`src/rtl/cluster_pm_pkg.sv`:
```
// Shared definitions for the cluster power-management blocks: FSM state
// encoding, per-state output decode and default timing constants.
package cluster_pm_pkg;

  typedef enum logic [1:0] {
    ACTIVE = 2'd0,
    DRAIN  = 2'd1,
    GATED  = 2'd2,
    WAKE   = 2'd3
  } pm_state_e;

  typedef struct packed {
    logic en;
    logic ack;
    logic ready;
  } pm_out_t;

  localparam int unsigned DEF_IDLE_CYCLES = 8;
  localparam int unsigned DEF_WAKE_CYCLES = 2;
  localparam int unsigned DEF_CNT_WIDTH   = 16;

  // Bits needed for a counter that runs 0 .. n-1 (at least one bit).
  function automatic int unsigned cnt_bits(input int unsigned n);
    return (n < 2) ? 1 : $clog2(n);
  endfunction

  function automatic pm_out_t pm_decode(input pm_state_e s);
    pm_out_t o;
    o = '{en: 1'b1, ack: 1'b0, ready: 1'b1};
    case (s)
      GATED:   o = '{en: 1'b0, ack: 1'b1, ready: 1'b0};
      WAKE:    o = '{en: 1'b1, ack: 1'b0, ready: 1'b0};
      default: o = '{en: 1'b1, ack: 1'b0, ready: 1'b1};
    endcase
    return o;
  endfunction

endpackage

```
`src/rtl/cluster_sat_counter.sv`:
```
// Saturating up-counter with synchronous clear; clear beats increment.
module cluster_sat_counter #(
  parameter int unsigned WIDTH = 16
) (
  input  logic             clk,
  input  logic             rst,
  input  logic             inc,
  input  logic             clr,
  output logic [WIDTH-1:0] count
);

  always_ff @(posedge clk) begin
    if (rst) begin
      count <= '0;
    end else if (clr) begin
      count <= '0;
    end else if (inc && (count != '1)) begin
      count <= count + 1'b1;
    end
  end

endmodule

```
`src/rtl/cluster_clock_gate_ctrl.sv`:
```
// Enable-side controller for the cluster clock gate: sleep handshake,
// idle-drain delay, wake settle delay and gated-cycle accounting.
module cluster_clock_gate_ctrl
  import cluster_pm_pkg::*;
#(
  parameter int unsigned IDLE_CYCLES = DEF_IDLE_CYCLES,
  parameter int unsigned WAKE_CYCLES = DEF_WAKE_CYCLES,
  parameter int unsigned CNT_WIDTH   = DEF_CNT_WIDTH
) (
  input  logic                 clk_i,
  input  logic                 rst_i,
  input  logic                 sleep_req_i,
  input  logic                 busy_i,
  input  logic                 wake_req_i,
  input  logic                 test_mode_i,
  input  logic                 cnt_clr_i,
  output logic                 en_o,
  output logic                 sleep_ack_o,
  output logic                 clk_ready_o,
  output logic [CNT_WIDTH-1:0] gated_cnt_o
);

  localparam int unsigned IDLE_W = cnt_bits(IDLE_CYCLES);
  localparam int unsigned WAKE_W = cnt_bits(WAKE_CYCLES);
  localparam logic [IDLE_W-1:0] IDLE_LAST = IDLE_W'((IDLE_CYCLES == 0) ? 0 : IDLE_CYCLES - 1);
  localparam logic [WAKE_W-1:0] WAKE_LAST = WAKE_W'((WAKE_CYCLES == 0) ? 0 : WAKE_CYCLES - 1);

  pm_state_e          state;
  pm_out_t            out_q;
  logic [IDLE_W-1:0]  idle_cnt;
  logic [WAKE_W-1:0]  wake_cnt;
  logic               q;
  logic               w;

  // Wake has priority over sleep: any wake source disqualifies idling.
  assign q = sleep_req_i & ~busy_i & ~wake_req_i & ~test_mode_i;
  assign w = wake_req_i | busy_i | ~sleep_req_i | test_mode_i;

  // Outputs are loaded with the decode of the state being entered, so they
  // change on the same edge as the state and stay glitch-free.
  always_ff @(posedge clk_i) begin
    if (rst_i) begin
      // NOTE: state registers use non-blocking assignments so every flop
      // samples pre-edge values regardless of statement order.
      state    <= ACTIVE;
      out_q    <= pm_decode(ACTIVE);
      idle_cnt <= '0;
      wake_cnt <= '0;
    end else begin
      case (state)
        ACTIVE: begin
          if (q) begin
            if (IDLE_CYCLES <= 1) begin
              state <= GATED;
              out_q <= pm_decode(GATED);
            end else begin
              state    <= DRAIN;
              out_q    <= pm_decode(DRAIN);
              idle_cnt <= IDLE_W'(1);
            end
          end else begin
            idle_cnt <= '0;
          end
        end
        DRAIN: begin
          if (!q) begin
            state    <= ACTIVE;
            out_q    <= pm_decode(ACTIVE);
            idle_cnt <= '0;
          end else if (idle_cnt == IDLE_LAST) begin
            state    <= GATED;
            out_q    <= pm_decode(GATED);
            idle_cnt <= '0;
          end else begin
            idle_cnt <= idle_cnt + 1'b1;
          end
        end
        GATED: begin
          if (w) begin
            wake_cnt <= '0;
            if (WAKE_CYCLES == 0) begin
              state <= ACTIVE;
              out_q <= pm_decode(ACTIVE);
            end else begin
              state <= WAKE;
              out_q <= pm_decode(WAKE);
            end
          end
        end
        WAKE: begin
          // The cluster clock is already running; finish settling before
          // reporting ready, whatever sleep_req_i does meanwhile.
          if (wake_cnt == WAKE_LAST) begin
            state    <= ACTIVE;
            out_q    <= pm_decode(ACTIVE);
            wake_cnt <= '0;
          end else begin
            wake_cnt <= wake_cnt + 1'b1;
          end
        end
        default: begin
          state <= ACTIVE;
          out_q <= pm_decode(ACTIVE);
        end
      endcase
    end
  end

  assign en_o        = out_q.en;
  assign sleep_ack_o = out_q.ack;
  assign clk_ready_o = out_q.ready;

  cluster_sat_counter #(
    .WIDTH (CNT_WIDTH)
  ) u_gated_cnt (
    .clk   (clk_i),
    .rst   (rst_i),
    .inc   (state == GATED),
    .clr   (cnt_clr_i),
    .count (gated_cnt_o)
  );

endmodule

```
`config.mk`:
```
export PLATFORM = sky130hd
export DESIGN_NAME = cluster_clock_gate_ctrl
export DESIGN_NICKNAME = d
export VERILOG_FILES = /design/src/rtl/cluster_pm_pkg.sv /design/src/rtl/cluster_sat_counter.sv /design/src/rtl/cluster_clock_gate_ctrl.sv
export SDC_FILE = /design/constraint.sdc
export NUM_CORES = 1
export LEC_CHECK = 0
export BUFFER_PORTS_ARGS = -buffer_cell sky130_fd_sc_hd__buf_2
export CAP_MARGIN = 20
export CORE_MARGIN = 1
export CORE_UTILIZATION = 54
export DETAILED_ROUTE_END_ITERATION = 10
export GPL_TIMING_DRIVEN = 0
export HOLD_SLACK_MARGIN = 0.1
export PLACE_DENSITY_LB_ADDON = 0.15
export SYNTH_ARGS = -nofsm -noshare
export SYNTH_HDL_FRONTEND = slang
export SYNTH_SLANG_ARGS = --single-unit
export TNS_END_PERCENT = 30
```
`constraint.sdc`:
```
create_clock -name clk_i -period 2.49 [get_ports clk_i]
set_input_delay 0.1245 -clock clk_i [delete_from_list [all_inputs] [get_ports clk_i]]
set_output_delay 0.1245 -clock clk_i [all_outputs]
set_load 0.02 [all_outputs]
```
==> metrics <==
status=finished clean; width of the die=~53 um; Mapped Nets=175; Critical path origin=state[0]; detailed-route wire length per cell=~14 um; worst slew pin tran=about 650 ps; yosys warns=0; Layout fillers=202; clock skew=2.92 ps; number of setup violations in the final report=0; Clock Power Share=0.272; Final HPWL DP=around 2.3 mm; crit path to=u_gated_cnt.count[14]; area leader, netlist=dfxtp_1; Final Cycle Share=0.828; setup bufs post-CTS=0; wirelength, routed=between 3 and 4 mm; cts bufs inserted=3; Worst EP required=approximately 2700 ps; clk buf depth=2; DRC=0; CP peak stage delay=about 460 ps; internal power=0.508 mW; Synth top area share=0.351; P_sw=between 0.15 and 0.2 mW; Slew headroom=0.564; Crit. End Element=register; First-pass DRT Iterations=4; Critical Path Fanout Max=9; top-count cell post-synth=dfxtp_1; FF-to-FF path depth=6; Clk Latency, worst-skew pair=320 ps; PortBufs=25; Die ar.=between 2000 and 3000 um^2; WP depth=6; Seq/Total Area, Yosys=0.351; Max VDD drop=296 uV; RSZ-0062 raised after global routing=false; Die Y=53.4 um; n_diodes=0; power share of the sequential group=0.597; Top Family by Delay on Critical Path=simple AND/OR/NAND/NOR gates; reg-to-reg slack, setup=about 430 ps; H-tree depth=1; fraction of registers with async set or reset after synthesis=0; Combinational Power Share=0.131; critical path class=register to register; ranking of synthesized cells by area=dfxtp_1 35%, ha_1 7.0%, a21oi_1 4.9%; antenna violations before repair=0; via count of the routed design=1373; Mapped Cells=160; Synth Cell Area=1430 um^2; worst min path class=input pin to register; nets=around 210; vias per cell=roughly 6.2; first-pass GRT wire length=around 5.1 mm; core area=around 2500 um^2; CTS root buf=clkbuf_4; grt ovf=0; CTS Sinks=25; r2r startpoint=state[0]; Synth Register Bits=25; Critical Path AT=2290 ps; Switching Fraction=0.263; Reg clk slew, reported paths=~140 ps; WHS Path Cells=4; Fmax=roughly 0.49 GHz; Crit Reg-Reg Endpoint=u_gated_cnt.count[14]; P&R area growth vs syn=14.6%; Final GP Congestion=approximately 0.83; critical path cell sequence=inv_1 -> ha_1 -> nand4_1 -> nor4_1 -> nand3_1 -> mux2i_1; Final min period=between 2000 and 2500 ps; largest net degree at the start of global routing=14; worst setup margin=429 ps; WP buf/inv=1; number of global-route vias before repair=~1200; Starting DRT DRC Count=37; PwrDens=approximately 420 nW/um^2; worst hold slack=191 ps; # IOs=26; synth cell count leaders=25 x dfxtp_1, 16 x nand2_1, 14 x a21oi_1; Crit-path slowest cell=nor4_1; Synth cell types=between 40 and 50; Slew Viols, Final=0; CTS tree=built; Avg Inst Size Synth=8.92 um^2; final hold violations=0; Initial Util=0.576; MaxCap Viol Count=0; number of synthesized flops with an enable pin=0; share of cells above drive strength 1=0.204; worst slack, placed=between 500 and 600 ps; leak pwr=0.638 nW; TNS Setup=0 ps; fin area=between 1500 and 2000 um^2; ys flop type=dfxtp_1; crit start category=register; Area after DPL=1590 um^2; Total GRT Usage=0.240; Core Rows=18; ANT nets after route=0
## cells in the final DEF (no fill, tap or decap), types with 2 or more instances in the layout
cell	synthesis	routed
nor4_1	3	3
or4_1	7	7
nand3_1	8	8
ha_1	8	8
buf_2	0	25
a31oi_1	3	3
dlygate4sd3_1	0	2
a21oi_1	14	14
o21ai_0	8	8
clkbuf_4	0	3
o31ai_1	6	6
clkbuf_1	4	5
or3_1	3	3
nor3_1	2	2
mux2i_1	5	5
and2_1	2	2
inv_1	4	4
a2111o_1	3	3
nor3b_1	2	2
nand4_1	4	4
nand2_1	16	16
dfxtp_1	25	25
o41ai_1	3	3
and3_1	3	3
nor2_1	7	7
## worst min-delay path by stage
| stage | startpoint | endpoint | slack, ps |
|---|---|---|---|
| 5_1_grt | wake_req_i | register | 200 |
| 3_3_place_gp | cnt_clr_i | u_gated_cnt.count[0] | 420 |
| 3_5_place_dp | cnt_clr_i | u_gated_cnt.count[0] | 440 |
| 4_1_cts | test_mode_i | register | 180 |
| 6_report | busy_i | register | 190 |
| 2_1_floorplan | rst_i | u_gated_cnt.count[0] | 300 |
## metrics by stage
step                total power [mW]  instances  utilization
floorplan                      0.482        160            -
global placement               0.503        215        0.642
detailed placement             0.506        215        0.642
CTS                            0.693        221        0.661
global route                   0.717        221        0.661
finish                         0.689        221        0.661
## tightest hold or removal path: cells and delay by family
family	cells	cell delay, ps
buffers and inverters	1	100
AOI/OAI and AO/OA	1	70
and+or+nand+nor	2	190
## kinds of logic after synthesis
group                    after synthesis  share of synthesized area
AO/OA/AOI/OAI                         43                      0.197
AND/OR/NAND/NOR                       68                      0.305
adder cells (fa/ha/maj)                8                     0.0701
flip-flops                            25                      0.351
multiplexers                           6                     0.0429
buffers and inverters                 10                     0.0342
## layout make-up
class	instances	area, um^2	share of cell area
well taps	30	37.5	0.0229
plain buffers	6	33.8	0.0206
inverters	4	15.0	0.00917
multi-input cells	125	878	0.537
repair buffers	27	145	0.0887
clock buffers	4	26.3	0.0161
flip-flops and latches	25	500	0.306
## what timing repair did
| item | CTS | global route |
|---|---|---|
| hold buffers | 2 | 0 |
| setup endpoints to repair | 0 | 0 |
| resized for setup | 0 | 0 |
| hold endpoints to repair | 1 | 0 |
## layer usage
metal / global-route usage / share of wire / up-vias
met2: 0.388 / 0.45 / 37
met3: 0.0374 / 0.044 / 5
met5: 0 / 0 / -
met1: 0.324 / 0.49 / 646
li1: - / - / 685
met4: 0.0702 / 0.012 / 0
## state kept, by name, indices dropped and copies added, names as in the netlist, named ones only
name and flops:
clk_ready_o 1, en_o 1, idle_cnt 3, sleep_ack_o 1
state 1, u_gated_cnt.count 16, wake_cnt 1
## power by group through the flow
| stage | Combinational [mW] | Clock [mW] | Sequential [mW] |
|---|---|---|---|
| floorplan | 0.0585 | 0 | 0.424 |
| global placement | 0.0826 | 0 | 0.420 |
| detailed placement | 0.0859 | 0 | 0.420 |
| CTS | 0.0888 | 0.193 | 0.411 |
| global route | 0.0995 | 0.205 | 0.412 |
| finish | 0.0900 | 0.188 | 0.411 |
Note: power is estimated with default switching activity, not from simulation.
